--- src/rtl/symm_pkg.sv ---
// symm_pkg: shared types and constants for the symmetric-decorrelation
// convergence checker (Q13 fixed-point data path, iteration counter width,
// scan FSM states and a saturating counter helper).
package symm_pkg;

    localparam int DATA_W    = 26;
    localparam int FRAC_BITS = 13;
    localparam int ITER_W    = 8;
    localparam int N_ELEM    = 16;

    // Unity in Q13 (1 << FRAC_BITS = 8192).
    localparam logic signed [DATA_W-1:0] Q13_ONE = 26'sd8192;

    typedef enum logic [1:0] {
        IDLE   = 2'd0,
        SCAN   = 2'd1,
        DECIDE = 2'd2
    } state_t;

    // Increment a counter, holding it at lim once lim has been reached.
    function automatic logic [ITER_W-1:0] sat_inc(
        input logic [ITER_W-1:0] cnt,
        input logic [ITER_W-1:0] lim
    );
        logic [ITER_W-1:0] res;
        if (cnt >= lim) begin
            res = lim;
        end else begin
            res = cnt + 8'd1;
        end
        return res;
    endfunction

endpackage

--- src/rtl/symm_max_cmp.sv ---
// symm_max_cmp: combinational signed compare-and-select of one deviation
// element against the running maximum. take is set only on a strict
// improvement, so the first occurrence of a tied maximum is kept.
module symm_max_cmp
    import symm_pkg::*;
(
    input  logic signed [DATA_W-1:0] elem,
    input  logic signed [DATA_W-1:0] run_max,
    output logic signed [DATA_W-1:0] new_max,
    output logic                     take
);

    // Select the larger of the element and the running maximum.
    always_comb begin
        take    = 1'b0;
        new_max = run_max;
        if (elem > run_max) begin
            take    = 1'b1;
            new_max = elem;
        end else begin
            take    = 1'b0;
            new_max = run_max;
        end
    end

endmodule

--- src/rtl/symm_conv_check.sv ---
// symm_conv_check: FastICA symmetric-decorrelation convergence detector.
// Snapshots 16 Q13 deviation magnitudes, scans them one per cycle for the
// signed maximum (floor 0), compares against TOL, and keeps sticky
// converged / timeout flags plus a saturating iteration count.
// Optional feature macro: SYMM_CONV_ARGMAX_EN adds the max_idx output.
module symm_conv_check
    import symm_pkg::*;
#(
    parameter logic signed [25:0] TOL      = 26'sd8,
    parameter int                 MAX_ITER = 100
) (
    input  logic                     clk_conv,
    input  logic                     rstn_conv,
    input  logic                     start_conv,
    input  logic                     clr_conv,
    input  logic signed [DATA_W-1:0] d11,
    input  logic signed [DATA_W-1:0] d12,
    input  logic signed [DATA_W-1:0] d13,
    input  logic signed [DATA_W-1:0] d14,
    input  logic signed [DATA_W-1:0] d21,
    input  logic signed [DATA_W-1:0] d22,
    input  logic signed [DATA_W-1:0] d23,
    input  logic signed [DATA_W-1:0] d24,
    input  logic signed [DATA_W-1:0] d31,
    input  logic signed [DATA_W-1:0] d32,
    input  logic signed [DATA_W-1:0] d33,
    input  logic signed [DATA_W-1:0] d34,
    input  logic signed [DATA_W-1:0] d41,
    input  logic signed [DATA_W-1:0] d42,
    input  logic signed [DATA_W-1:0] d43,
    input  logic signed [DATA_W-1:0] d44,
    output logic                     busy_conv,
    output logic                     done_conv,
    output logic signed [DATA_W-1:0] max_dev,
    output logic                     converged,
    output logic                     timeout,
    output logic [ITER_W-1:0]        iter_cnt
`ifdef SYMM_CONV_ARGMAX_EN
    ,
    output logic [3:0]               max_idx
`endif
);

    localparam logic [ITER_W-1:0] MAX_ITER_C  = ITER_W'(MAX_ITER);
    localparam logic [ITER_W:0]   MAX_ITER_W1 = (ITER_W+1)'(MAX_ITER);

    state_t                     state_r;
    logic signed [DATA_W-1:0]   snap_r [N_ELEM];
    logic signed [DATA_W-1:0]   d_vec_s [N_ELEM];
    logic signed [DATA_W-1:0]   run_max_r;
    logic [3:0]                 idx_r;
    logic                       busy_r;
    logic                       done_r;
    logic signed [DATA_W-1:0]   max_dev_r;
    logic                       conv_r;
    logic                       tout_r;
    logic [ITER_W-1:0]          iter_r;

    logic signed [DATA_W-1:0]   cur_elem_s;
    logic signed [DATA_W-1:0]   new_max_s;
    logic                       take_s;
    logic [ITER_W:0]            iter_plus_s;
    logic                       hit_limit_s;
    logic                       within_tol_s;
    logic [ITER_W-1:0]          iter_next_s;

    // Row-major view of the incoming deviation matrix.
    assign d_vec_s = '{d11, d12, d13, d14,
                       d21, d22, d23, d24,
                       d31, d32, d33, d34,
                       d41, d42, d43, d44};

    // Element currently under scan.
    assign cur_elem_s = snap_r[idx_r];

    symm_max_cmp u_max_cmp (
        .elem    (cur_elem_s),
        .run_max (run_max_r),
        .new_max (new_max_s),
        .take    (take_s)
    );

    // Decision terms evaluated while in DECIDE.
    always_comb begin
        iter_plus_s  = {1'b0, iter_r} + 9'd1;
        hit_limit_s  = (iter_plus_s >= MAX_ITER_W1);
        within_tol_s = (run_max_r <= TOL);
        iter_next_s  = sat_inc(iter_r, MAX_ITER_C);
    end

    // Scan FSM: snapshot on start, serial max search, then register results.
    always_ff @(posedge clk_conv or negedge rstn_conv) begin
        if (!rstn_conv) begin
            state_r   <= IDLE;
            run_max_r <= 26'sd0;
            idx_r     <= 4'd0;
            busy_r    <= 1'b0;
            done_r    <= 1'b0;
            max_dev_r <= 26'sd0;
            conv_r    <= 1'b0;
            tout_r    <= 1'b0;
            iter_r    <= 8'd0;
            for (int i = 0; i < N_ELEM; i++) begin
                snap_r[i] <= 26'sd0;
            end
        end else if (clr_conv) begin
            // Abort any scan; max_dev keeps the last completed result.
            state_r <= IDLE;
            idx_r   <= 4'd0;
            busy_r  <= 1'b0;
            done_r  <= 1'b0;
            conv_r  <= 1'b0;
            tout_r  <= 1'b0;
            iter_r  <= 8'd0;
        end else begin
            done_r <= 1'b0;
            case (state_r)
                IDLE: begin
                    if (start_conv) begin
                        for (int i = 0; i < N_ELEM; i++) begin
                            snap_r[i] <= d_vec_s[i];
                        end
                        run_max_r <= 26'sd0;
                        idx_r     <= 4'd0;
                        busy_r    <= 1'b1;
                        state_r   <= SCAN;
                    end
                end
                SCAN: begin
                    if (take_s) begin
                        run_max_r <= new_max_s;
                    end
                    idx_r <= idx_r + 4'd1;
                    if (idx_r == 4'd15) begin
                        state_r <= DECIDE;
                    end
                end
                DECIDE: begin
                    max_dev_r <= run_max_r;
                    conv_r    <= conv_r | within_tol_s;
                    // Once converged, a later check cannot raise timeout.
                    tout_r    <= tout_r | (~conv_r & hit_limit_s & ~within_tol_s);
                    iter_r    <= iter_next_s;
                    done_r    <= 1'b1;
                    busy_r    <= 1'b0;
                    state_r   <= IDLE;
                end
                default: begin
                    busy_r  <= 1'b0;
                    state_r <= IDLE;
                end
            endcase
        end
    end

`ifdef SYMM_CONV_ARGMAX_EN
    logic [3:0] arg_run_r;
    logic [3:0] max_idx_r;

    // Track the index of the first strict maximum and publish it in DECIDE.
    always_ff @(posedge clk_conv or negedge rstn_conv) begin
        if (!rstn_conv) begin
            arg_run_r <= 4'd0;
            max_idx_r <= 4'd0;
        end else if (clr_conv) begin
            arg_run_r <= 4'd0;
        end else begin
            case (state_r)
                IDLE: begin
                    if (start_conv) begin
                        arg_run_r <= 4'd0;
                    end
                end
                SCAN: begin
                    if (take_s) begin
                        arg_run_r <= idx_r;
                    end
                end
                DECIDE: begin
                    max_idx_r <= arg_run_r;
                end
                default: begin
                    arg_run_r <= 4'd0;
                end
            endcase
        end
    end

    assign max_idx = max_idx_r;
`endif

    assign busy_conv = busy_r;
    assign done_conv = done_r;
    assign max_dev   = max_dev_r;
    assign converged = conv_r;
    assign timeout   = tout_r;
    assign iter_cnt  = iter_r;

endmodule

--- config.mk ---
export PLATFORM = sky130hd
export DESIGN_NAME = symm_conv_check
export DESIGN_NICKNAME = d
export VERILOG_FILES = /design/src/rtl/symm_pkg.sv /design/src/rtl/symm_max_cmp.sv /design/src/rtl/symm_conv_check.sv
export SDC_FILE = /design/constraint.sdc
export NUM_CORES = 1
export LEC_CHECK = 0
export CAP_MARGIN = 10
export CORE_MARGIN = 4
export CORE_UTILIZATION = 30
export DETAILED_ROUTE_END_ITERATION = 16
export PLACE_DENSITY_LB_ADDON = 0.15
export SYNTH_ARGS = -nofsm -noshare
export SYNTH_HDL_FRONTEND = slang
export SYNTH_SLANG_ARGS = --single-unit
--- constraint.sdc ---
create_clock -name clk_conv -period 4.08 [get_ports clk_conv]
set_input_delay 0.816 -clock clk_conv [delete_from_list [all_inputs] [get_ports clk_conv]]
set_output_delay 0.816 -clock clk_conv [all_outputs]
set_load 0.005 [all_outputs]
# Word level (Yosys, flattened, before mapping)
# Cells that the tools add are included.
# totals
register_bits,486
in_bits,420
output_inout_bits,38
elab_cells,87
# op_classes
addsub,3
magnitude_cmp,5
eq_ne,9
n_mux,27
bitwise,8
reduce_logical,10
# ops
op,count
$mux 26,5
$bmux 26 s4,1
$pmux 26 s2,1
$gt 26x26->1,1
$le 26x5->1 const B,1
$mux 8,3
$add 8x1->9 const B,1
$ge 9x7->1 const B,1
$mux 1,9
$add 8x1->8 const B,1
$ge 8x7->1 const B,1
$mux 4,2
$pmux 4 s2,1
$reduce_and 2->1,4
$mux 2,3
$ne 2x2->1 const B,3
$ne 3x3->1 const B,2
$ge 5x5->1 const B,1
$not 4->5,1
$reduce_and 5->1,1
$add 4x1->4 const B,1
$eq 4x4->1 const B,1
$pmux 2 s2,1
$reduce_bool 2->1,2
10 further kinds,14

# Longest topological paths before layout
# Gate-level depths: netlist (run 1).
# logic_depth
ltp_word,8
depth_mapped,16
mapped_depth_nobuf,11

# Hierarchy
# From an unflattened synthesis (run 1), not the netlist that was laid out.
# hier_totals
hier_cells,1515
area_unflattened_um2,22695.5
# modules_own_cells
module,n_inst,cells_per_inst,area_each_um2,seq_area_each_um2
symm_conv_check,1,1389,21595.7,12161.7
symm_max_cmp,1,126,1099.8,0.0

# Least setup slack after synthesis (run 1)
# OpenSTA, ideal clock, no wires.
# synth_path
path_kind,reg-to-reg
from,reg idx_r[0]
to,reg run_max_r[0]
setup_ns,0.125
arrival_time_ns,3.321
t_required_ns,3.955
path_slack_ns,0.634
path_stages_with_launch,15
path_buffers,3
period_less_slack_ns,3.446
path_cell_list,dfrtp_1 -> buf_4 -> buf_4 -> mux4_2 -> mux2_2 -> nand2_1 -> o21ai_0 -> ha_1 -> nand4_1 -> nor4_2 -> nand2_1 -> o2111ai_1 -> o2bb2ai_1 -> buf_6 -> mux2_2
# synth_via
elab_chain_cells,8
elab_cells_between_ends,12
classes_between,1 x order compare; 2 x eq/ne; 7 x mux; 1 x bitwise; 1 x reduce/logical
# synth_lines
item,line,source
"start, declared",symm_conv_check.sv:51,logic [3:0] idx_r;
"start signal, assigned",symm_conv_check.sv:133,idx_r <= idx_r + 4'd1;
$not 4->5 (implied by the code) *,symm_conv_check.sv:74,assign cur_elem_s = snap_r[idx_r];
$bmux 26 s4 *,symm_conv_check.sv:74,
$mux 26 (implied by the code) * (2 in series),symm_conv_check.sv:74,
$gt 26x26->1,symm_max_cmp.sv:17,if (elem > run_max) begin
$mux 1,symm_max_cmp.sv:17,
$ne 2x2->1 (no line),n/a,
$reduce_and 5->1 (no line),n/a,
"end signal, assigned",symm_conv_check.sv:131,run_max_r <= new_max_s;
"end, declared",symm_conv_check.sv:50,logic signed [DATA_W-1:0] run_max_r;
# Every way passes the cells marked *; elsewhere a longest branch is shown, timed or not. The select of a mux whose other input is x is not followed.
# A chain may end at the register's enable or synchronous reset.

# Worst setup path in the final report (run 1)
# layout_path
from,reg idx_r[0]
to,reg run_max_r[11]
# Same word-level chain as after synthesis.

==> report_table.html, run 1 <==
<table>
<tr><th>Metric</th><th>Value</th></tr>
<tr><th colspan="2">Clocking</th></tr>
<tr><td>Clock Sink Count</td><td>486</td></tr>
<tr><td>Maximum buffer depth of the clock tree</td><td>3</td></tr>
<tr><td>Number of hold buffers added after cts</td><td>0</td></tr>
<tr><td>Clock slew at the register clock pins of the worst setup and hold paths</td><td>0.06 ns</td></tr>
<tr><td>Clock insertion delay at the later pin of the skew report</td><td>0.61 ns</td></tr>
<tr><td>H-tree Lvls</td><td>2</td></tr>
<tr><td>Total CTS buffers</td><td>54</td></tr>
<tr><td>Cell at the root of the clock tree</td><td>sky130_fd_sc_hd__clkbuf_16</td></tr>
<tr><td>TritonCTS clock tree</td><td>built</td></tr>
<tr><th colspan="2">Routing</th></tr>
<tr><td>Drt pass-1 iters</td><td>4</td></tr>
<tr><td>Routed via count divided by cell count</td><td>4.73</td></tr>
<tr><td>DR vias</td><td>17900</td></tr>
<tr><td>DRT antenna net count</td><td>0</td></tr>
<tr><td>Detailed-route DRC error count</td><td>0</td></tr>
<tr><td>Wirelength per Cell</td><td>20.9 um</td></tr>
<tr><td>1st-iter DRT viols</td><td>1244</td></tr>
<tr><td>Overall routed net length</td><td>79300 um</td></tr>
<tr><th colspan="2">Final layout</th></tr>
<tr><td>Layout cells sized above 1</td><td>11.5%</td></tr>
<tr><td>Number of filler instances in the final layout</td><td>7382</td></tr>
<tr><td>Final standard cell utilization of the core</td><td>40.8%</td></tr>
<tr><td>Post-Layout Inst Area</td><td>30300 um2</td></tr>
<tr><td>Nets</td><td>3224</td></tr>
<tr><td>Layout overhead on the synthesized area</td><td>34.9%</td></tr>
<tr><th colspan="2">STA</th></tr>
<tr><td>Setup clock skew after layout</td><td>0.0191 ns</td></tr>
<tr><td>Final critical path time including I/O delays and setup</td><td>3.85 ns</td></tr>
<tr><td>Final setup viols</td><td>0</td></tr>
<tr><td>Fin Hold WS</td><td>0.179 ns</td></tr>
<tr><td>Unrepaired setup endpoints after global routing</td><td>false</td></tr>
<tr><td>Worst-Margin Slew</td><td>0.786 ns</td></tr>
<tr><td>Setup TNS Final</td><td>0 ns</td></tr>
<tr><td>Max frequency</td><td>0.260 GHz</td></tr>
<tr><td>Ratio of final minimum period to clock period</td><td>94.4%</td></tr>
<tr><td>Headroom to the max-slew limit</td><td>47.6%</td></tr>
<tr><td>Final-report hold violation count</td><td>0</td></tr>
<tr><td>Number of pins exceeding their max-slew limit in the final report</td><td>0</td></tr>
<tr><td>Smallest setup slack after layout</td><td>0.229 ns</td></tr>
<tr><th colspan="2">Hold path</th></tr>
<tr><td>HP Class</td><td>in -&gt; async</td></tr>
<tr><th colspan="2">Yosys</th></tr>
<tr><td>Synth async-reset ratio</td><td>100%</td></tr>
<tr><td>Post-synthesis register bit count</td><td>486</td></tr>
<tr><td>Netlist Area Pre-Place</td><td>22500 um2</td></tr>
<tr><td>Unique cell type count in the Yosys netlist</td><td>44</td></tr>
<tr><td>Synth warn</td><td>0</td></tr>
<tr><td>Cell taking the most area after synthesis</td><td>sky130_fd_sc_hd__dfrtp_1</td></tr>
<tr><td>Cell count after synthesis</td><td>2348</td></tr>
<tr><td>Most frequent cell after synthesis</td><td>sky130_fd_sc_hd__nand2_1</td></tr>
<tr><td>Ranking of synthesized cells by instance count</td><td>sky130_fd_sc_hd__nand2_1 (1313), sky130_fd_sc_hd__dfrtp_1 (486), sky130_fd_sc_hd__mux4_2 (104), sky130_fd_sc_hd__clkbuf_1 (84), sky130_fd_sc_hd__mux2_2 (55)</td></tr>
<tr><td>EDFF count, synth</td><td>0</td></tr>
<tr><td>Average footprint of a synthesized cell</td><td>9.58 um2</td></tr>
<tr><td>Net count after synthesis</td><td>2797</td></tr>
<tr><td>Largest cells by area after synthesis</td><td>sky130_fd_sc_hd__dfrtp_1 (54%), sky130_fd_sc_hd__nand2_1 (22%), sky130_fd_sc_hd__mux4_2 (10%)</td></tr>
<tr><td>Portion of the post-synthesis area used by sequential elements</td><td>54.1%</td></tr>
<tr><td>Proportion of netlist area held by the largest area contributor</td><td>54.1%</td></tr>
<tr><td>Post-synth top flop</td><td>sky130_fd_sc_hd__dfrtp_1</td></tr>
<tr><th colspan="2">GRT</th></tr>
<tr><td>Global-route wire length before repair</td><td>118000 um</td></tr>
<tr><td>Via count of the first global-routing pass</td><td>19100</td></tr>
<tr><td>Overflow after GRT</td><td>0</td></tr>
<tr><td>Number of antenna violations at the first check in global routing</td><td>5</td></tr>
<tr><td>Pin count of the biggest net entering global routing</td><td>152</td></tr>
<tr><td>Global-route usage over all layers</td><td>19.7%</td></tr>
<tr><th colspan="2">Critical path</th></tr>
<tr><td>Setup crit end kind</td><td>register</td></tr>
<tr><td>Worst setup slack for register-to-register paths</td><td>0.23 ns</td></tr>
<tr><td>CP Cell Sequence</td><td>buf_4 &gt; mux4_2 &gt; mux2_2 &gt; nand2_1 &gt; o21ai_0 &gt; ha_1 &gt; nand4_1 &gt; nor4_2 &gt; nand2_1 &gt; o2111ai_1 &gt; o2bb2ai_2 &gt; buf_4 &gt; mux2i_1</td></tr>
<tr><td>Endpoint required time on the critical path</td><td>4.60 ns</td></tr>
<tr><td>Endpoint arrival time on the critical path</td><td>4.37 ns</td></tr>
<tr><td>Beginning of the worst register-to-register path</td><td>idx_r[0]</td></tr>
<tr><td>Setup crit start kind</td><td>register</td></tr>
<tr><td>CP peak stage delay</td><td>0.52 ns</td></tr>
<tr><td>Largest fanout on the critical path</td><td>11</td></tr>
<tr><td>Worst reg2reg endpoint</td><td>run_max_r[11]</td></tr>
<tr><td>Critical-path cell with the highest stage delay</td><td>sky130_fd_sc_hd__dfrtp_4</td></tr>
<tr><td>Crit path kind</td><td>reg -&gt; reg</td></tr>
<tr><td>Cell count of the worst reg-to-reg path</td><td>13</td></tr>
<tr><th colspan="2">Pwr</th></tr>
<tr><td>PwrDens</td><td>487 nW/um2</td></tr>
<tr><td>Leakage power</td><td>14.4 nW</td></tr>
<tr><td>Cell-internal power</td><td>10.4 mW</td></tr>
<tr><td>Sequential cell fraction of total power</td><td>43.0%</td></tr>
<tr><td>Worst VDD drop</td><td>0.000278 V</td></tr>
<tr><td>Sw power</td><td>4.33 mW</td></tr>
<tr><td>Clock Power Share</td><td>36.2%</td></tr>
<tr><td>Switching fraction of total power</td><td>29.3%</td></tr>
<tr><td>Comb power frac</td><td>20.9%</td></tr>
<tr><th colspan="2">Floorplanning</th></tr>
<tr><td>Height of the die</td><td>282 um</td></tr>
<tr><td>Starting utilization of the core area</td><td>30.3%</td></tr>
<tr><td>Core region area</td><td>74300 um2</td></tr>
<tr><td>Horizontal die dimension</td><td>282 um</td></tr>
<tr><td>Placement Rows</td><td>100</td></tr>
<tr><td>Number of top-level pins</td><td>458</td></tr>
<tr><td>Die Outline Area</td><td>79400 um2</td></tr>
<tr><th colspan="2">Run</th></tr>
<tr><td>Number of maximum-capacitance violations</td><td>0</td></tr>
<tr><th colspan="2">Status</th></tr>
<tr><td>Result of the run</td><td>completed</td></tr>
<tr><th colspan="2">Placed design</th></tr>
<tr><td>Post-detailed-placement cell area</td><td>28300 um2</td></tr>
<tr><td>Quantity of I/O buffers inserted on ports</td><td>457</td></tr>
<tr><td>Worst slack after detailed placement</td><td>0.267 ns</td></tr>
<tr><td>Weighted congestion reported at the end of routability-driven placement</td><td>0.890</td></tr>
<tr><td>Detailed Place HPWL</td><td>60200 um</td></tr>
</table>
-- how the worst max path moves through the flow --
stage / depth (start not counted) / slack [ns] / start / end
after global placement: 13 / 0.33 / idx_r[0] / run_max_r[18]
after CTS: 13 / 0.25 / idx_r[0] / run_max_r[11]
after floorplan: 14 / 0.63 / idx_r[0] / run_max_r[0]
final: 13 / 0.23 / idx_r[0] / run_max_r[11]
after detailed placement: 13 / 0.27 / idx_r[0] / run_max_r[11]
after global routing: 13 / 0.03 / idx_r[0] / run_max_r[18]
-- per-stage QoR --
stage          std cells  power, mW
2_1_floorplan       2348       7.98
3_3_place_gp        3685       9.47
3_5_place_dp        3685       9.51
4_1_cts             3787       14.9
5_1_grt             3792       15.6
6_report            3792       14.8
-- cells by family (layout without fill, tap and decap cells) --
group                      after synthesis  count (layout)  synth area share [%]
muxes                                  210             210                  15.4
DFF                                    486             486                  54.1
xor gates and xnor gates                 1               1                0.0390
AOI/OAI and AO/OA                       80              80                  2.11
buffers and inverters                  177             650                  3.53
and+or+nand+nor                       1365            1365                  23.2
other                                    0               2                     0
adders and majority gates               29              29                  1.61
-- area by class of cell --
type	count	area [um2]	share of cell area [%]
flip-flops and latches	486	12200	40.1
multi-input cells	1685	9550	31.5
repair buffers	514	5300	17.5
clock buffers	68	1510	4.96
well taps	969	1210	4.00
clock inverters	34	458	1.51
inverters	34	128	0.421
diodes	2	5.00	0.0165
-- worst max-delay path, delay by kind of cell, from the launching register on --
kind	cells	cell delay [ns]
fa+ha+maj	1	0.39
mux	3	0.99
simple gates	4	0.75
buf+inv	2	0.49
compound gates	3	0.61
flops	1	0.52
-- placed cells by master, fill, tap and decap left out, drive strengths merged, types with 2 or more instances in the layout --
cell | netlist | final
a31oi | 5 | 5
a21oi | 16 | 16
o21ai | 37 | 37
clkinvlp | 0 | 12
a22oi | 3 | 3
nor2 | 14 | 14
nand2b | 3 | 3
nand3 | 10 | 10
mux2i | 51 | 51
nand2 | 1313 | 1313
diode | 0 | 2
clkinv | 0 | 9
dfrtp | 486 | 486
bufinv | 0 | 9
ha | 29 | 29
clkbuf | 84 | 69
clkdlybuf4s50 | 0 | 456
mux2 | 55 | 55
o2111ai | 3 | 3
and3 | 4 | 4
nor4 | 5 | 5
a22o | 3 | 3
buf | 59 | 57
mux4 | 104 | 104
o31ai | 2 | 2
a21o | 3 | 3
nor3 | 6 | 6
nand4 | 4 | 4
inv | 34 | 38
or3 | 2 | 2
-- metal layers --
| metal | wire length (um) | track usage, % | vias to the layer above |
|---|---|---|---|
| li1 | - | - | 8431 |
| met1 | 33500 | 25.9 | 8949 |
| met2 | 39400 | 33.2 | 429 |
| met3 | 3310 | 2.60 | 120 |
| met4 | 3100 | 7.74 | 2 |
| met5 | 20 | 0 | - |
-- what timing repair did --
action,4_1_cts,5_1_grt
setup endpoints to repair,0,14
gates resized for setup,0,2
setup buffers,0,2
-- flip-flops by register name, summed over array words and instances (netlist names) --
name	cells
timeout	1
snap_r	416
state_r	2
busy_conv	1
max_dev	26
idx_r	4
converged	1
iter_cnt	8
done_conv	1
run_max_r	26
-- power groups by stage --
stage | combinational [mW] | clock (mW) | sequential (mW)
floorplan | 1.86 | 0 | 6.12
global placement | 3.06 | 0 | 6.41
detailed placement | 3.10 | 0 | 6.41
CTS | 3.12 | 5.49 | 6.34
global route | 3.46 | 5.68 | 6.44
finish | 3.08 | 5.34 | 6.35
No activity file was read; power rests on OpenSTA's default activity.
==> run 2, diff against run 1 <==
--- a/config.mk
+++ b/config.mk
@@ -8,6 +8,7 @@
 export CAP_MARGIN = 10
 export CORE_MARGIN = 4
 export CORE_UTILIZATION = 30
+export CTS_BUF_LIST = sky130_fd_sc_hd__clkbuf_16
 export DETAILED_ROUTE_END_ITERATION = 16
 export PLACE_DENSITY_LB_ADDON = 0.15
 export SYNTH_ARGS = -nofsm -noshare
==> run 2 against run 1 <==
- count of clock-buffer cells in the layout down 13
- clock skew rose by 0.0017 ns
- sequential cell count unchanged
- via count grew 0.36%
- highest routed layer unchanged
- power shrank 1.1%
==> report_table.html, run 2 (synthesized netlist as in run 1, its figures left out) <==
<table>
<tr><th>Metric</th><th>Value</th></tr>
<tr><th colspan="2">STA</th></tr>
<tr><td>Setup clock skew after layout</td><td>0.0207 ns</td></tr>
<tr><td>Final setup viols</td><td>0</td></tr>
<tr><td>Worst-Margin Slew</td><td>0.788 ns</td></tr>
<tr><td>Number of pins exceeding their max-slew limit in the final report</td><td>0</td></tr>
<tr><td>Max frequency</td><td>0.260 GHz</td></tr>
<tr><td>Ratio of final minimum period to clock period</td><td>94.1%</td></tr>
<tr><td>Fin Hold WS</td><td>0.180 ns</td></tr>
<tr><td>Unrepaired setup endpoints after global routing</td><td>false</td></tr>
<tr><td>Setup TNS Final</td><td>0 ns</td></tr>
<tr><td>Final critical path time including I/O delays and setup</td><td>3.84 ns</td></tr>
<tr><td>Headroom to the max-slew limit</td><td>47.5%</td></tr>
<tr><td>Final-report hold violation count</td><td>0</td></tr>
<tr><th colspan="2">Critical path</th></tr>
<tr><td>Cell type group with the largest total delay on the critical path</td><td>multiplexers</td></tr>
<tr><td>Cell count of the worst reg-to-reg path</td><td>13</td></tr>
<tr><td>Largest fanout on the critical path</td><td>11</td></tr>
<tr><td>Endpoint arrival time on the critical path</td><td>4.36 ns</td></tr>
<tr><td>Buffers &amp; Inverters on Critical Path</td><td>2</td></tr>
<tr><td>CP Cell Sequence</td><td>buf_4 &gt; mux4_2 &gt; mux2_2 &gt; nand2_1 &gt; o21ai_0 &gt; ha_1 &gt; nand4_1 &gt; nor4_2 &gt; nand2_1 &gt; o2111ai_1 &gt; o2bb2ai_2 &gt; buf_4 &gt; mux2i_1</td></tr>
<tr><td>Critical-path cell with the highest stage delay</td><td>sky130_fd_sc_hd__dfrtp_4</td></tr>
<tr><td>Beginning of the worst register-to-register path</td><td>idx_r[0]</td></tr>
<tr><td>Crit path kind</td><td>reg -&gt; reg</td></tr>
<tr><td>Worst reg2reg endpoint</td><td>run_max_r[11]</td></tr>
<tr><td>Setup crit end kind</td><td>register</td></tr>
<tr><td>Endpoint required time on the critical path</td><td>4.60 ns</td></tr>
<tr><td>Worst setup slack for register-to-register paths</td><td>0.24 ns</td></tr>
<tr><td>CP peak stage delay</td><td>0.52 ns</td></tr>
<tr><td>Setup crit start kind</td><td>register</td></tr>
<tr><th colspan="2">Routing</th></tr>
<tr><td>DR vias</td><td>18000</td></tr>
<tr><td>Drt pass-1 iters</td><td>4</td></tr>
<tr><td>Overall routed net length</td><td>79500 um</td></tr>
<tr><td>1st-iter DRT viols</td><td>1309</td></tr>
<tr><td>Detailed-route DRC error count</td><td>0</td></tr>
<tr><td>Wirelength per Cell</td><td>21.0 um</td></tr>
<tr><td>Routed via count divided by cell count</td><td>4.75</td></tr>
<tr><td>DRT antenna net count</td><td>0</td></tr>
<tr><th colspan="2">Floorplanning</th></tr>
<tr><td>Horizontal die dimension</td><td>282 um</td></tr>
<tr><td>Core region area</td><td>74300 um2</td></tr>
<tr><td>Placement Rows</td><td>100</td></tr>
<tr><td>Height of the die</td><td>282 um</td></tr>
<tr><td>Starting utilization of the core area</td><td>30.3%</td></tr>
<tr><td>Die Outline Area</td><td>79400 um2</td></tr>
<tr><td>Number of top-level pins</td><td>458</td></tr>
<tr><th colspan="2">Final layout</th></tr>
<tr><td>Most common library cell in the layout ignoring fill and taps</td><td>sky130_fd_sc_hd__nand2_1</td></tr>
<tr><td>Count of non-filler cells in the finished layout</td><td>3792</td></tr>
<tr><td>Nets</td><td>3224</td></tr>
<tr><td>Commonest cells after routing, fill and taps aside</td><td>sky130_fd_sc_hd__nand2_1 (1313), sky130_fd_sc_hd__dfrtp_1 (482), sky130_fd_sc_hd__clkdlybuf4s50_1 (456), sky130_fd_sc_hd__mux4_2 (104), sky130_fd_sc_hd__clkbuf_16 (56)</td></tr>
<tr><td>Layout cells sized above 1</td><td>11.2%</td></tr>
<tr><td>Layout overhead on the synthesized area</td><td>34.5%</td></tr>
<tr><td>Flip-flop count of the largest register after layout</td><td>416</td></tr>
<tr><td>Largest register by flop count</td><td>snap_r</td></tr>
<tr><td>Final standard cell utilization of the core</td><td>40.7%</td></tr>
<tr><th colspan="2">GRT</th></tr>
<tr><td>Number of antenna violations at the first check in global routing</td><td>5</td></tr>
<tr><td>Global-route wire length before repair</td><td>118000 um</td></tr>
<tr><td>Overflow after GRT</td><td>0</td></tr>
<tr><td>Pin count of the biggest net entering global routing</td><td>152</td></tr>
<tr><td>Global-route usage over all layers</td><td>19.7%</td></tr>
<tr><td>Via count of the first global-routing pass</td><td>19100</td></tr>
<tr><th colspan="2">Clocking</th></tr>
<tr><td>Clock insertion delay at the later pin of the skew report</td><td>0.61 ns</td></tr>
<tr><td>Clock Sink Count</td><td>486</td></tr>
<tr><td>H-tree Lvls</td><td>2</td></tr>
<tr><td>TritonCTS clock tree</td><td>built</td></tr>
<tr><td>Clock slew at the register clock pins of the worst setup and hold paths</td><td>0.06 ns</td></tr>
<tr><td>Cell at the root of the clock tree</td><td>sky130_fd_sc_hd__clkbuf_16</td></tr>
<tr><td>Total CTS buffers</td><td>54</td></tr>
<tr><td>Maximum buffer depth of the clock tree</td><td>3</td></tr>
<tr><th colspan="2">Placed design</th></tr>
<tr><td>Weighted congestion reported at the end of routability-driven placement</td><td>0.890</td></tr>
<tr><td>Quantity of I/O buffers inserted on ports</td><td>457</td></tr>
<tr><td>Placed instance count</td><td>3685</td></tr>
<tr><td>Detailed Place HPWL</td><td>60200 um</td></tr>
<tr><th colspan="2">Pwr</th></tr>
<tr><td>Worst VDD drop</td><td>0.000278 V</td></tr>
<tr><td>Leakage power</td><td>14.4 nW</td></tr>
<tr><td>PwrDens</td><td>483 nW/um2</td></tr>
<tr><th colspan="2">Status</th></tr>
<tr><td>Result of the run</td><td>completed</td></tr>
<tr><th colspan="2">Hold path</th></tr>
<tr><td>HP Class</td><td>in -&gt; async</td></tr>
<tr><th colspan="2">Run</th></tr>
<tr><td>Number of maximum-capacitance violations</td><td>0</td></tr>
</table>
[run 2: cell count changes in the layout (fill, tap and decap cells not counted)]
cell	delta
sky130_fd_sc_hd__clkbuf_8	-8
sky130_fd_sc_hd__clkinv_1	+8
sky130_fd_sc_hd__clkbuf_1	-5
sky130_fd_sc_hd__inv_1	+5
[run 2: through the flow]
| stage | area, um2 | setup WS, ns | total power, mW |
|---|---|---|---|
| global placement | 28300 | 0.333 | 9.47 |
| CTS | 30200 | 0.246 | 14.8 |
| floorplan | 22500 | 0.634 | 7.98 |
| detailed placement | 28300 | 0.267 | 9.51 |
| global route | 30200 | 0.0306 | 15.4 |
| finish | 30200 | 0.239 | 14.6 |
[run 2: layer usage]
layer / GRT usage, % / vias to the layer above / share of wire, %
li1: - / 8443 / -
met1: 25.8 / 8976 / 42
met2: 33.3 / 457 / 50
met3: 2.60 / 117 / 4.2
met4: 7.56 / 2 / 3.8
met5: 0 / - / 0.025
[run 2: repair_timing]
item	in CTS	in global routing
hold buffers	0	0
setup buffers	0	2
setup endpoints to repair	0	13
resized for setup	0	2
[run 2: worst max-delay path by stage]
stage / end / slack (ns) / depth (start not counted) / startpoint
4_1_cts: run_max_r[11] / 0.25 / 13 / idx_r[0]
5_1_grt: run_max_r[18] / 0.03 / 13 / idx_r[0]
3_5_place_dp: run_max_r[11] / 0.27 / 13 / idx_r[0]
3_3_place_gp: run_max_r[18] / 0.33 / 13 / idx_r[0]
6_report: run_max_r[11] / 0.24 / 13 / idx_r[0]
2_1_floorplan: run_max_r[0] / 0.63 / 14 / idx_r[0]
[run 2: final cells by class]
cell class	instances	area (um2)
multi-input combinational	1685	9550
clock buffer	55	1380
timing repair buffer	514	5300
inverter	34	128
clock inverter	47	507
sequential	486	12200
tap	969	1210
fill	7392	44100
antenna	2	5.00
[run 2: where the power goes]
group          switching, mW  total [mW]  internal [mW]
Clock                   2.13        5.18           3.04
Sequential             0.632        6.35           5.72
Combinational           1.58        3.08           1.51
Total                   4.34        14.6           10.3
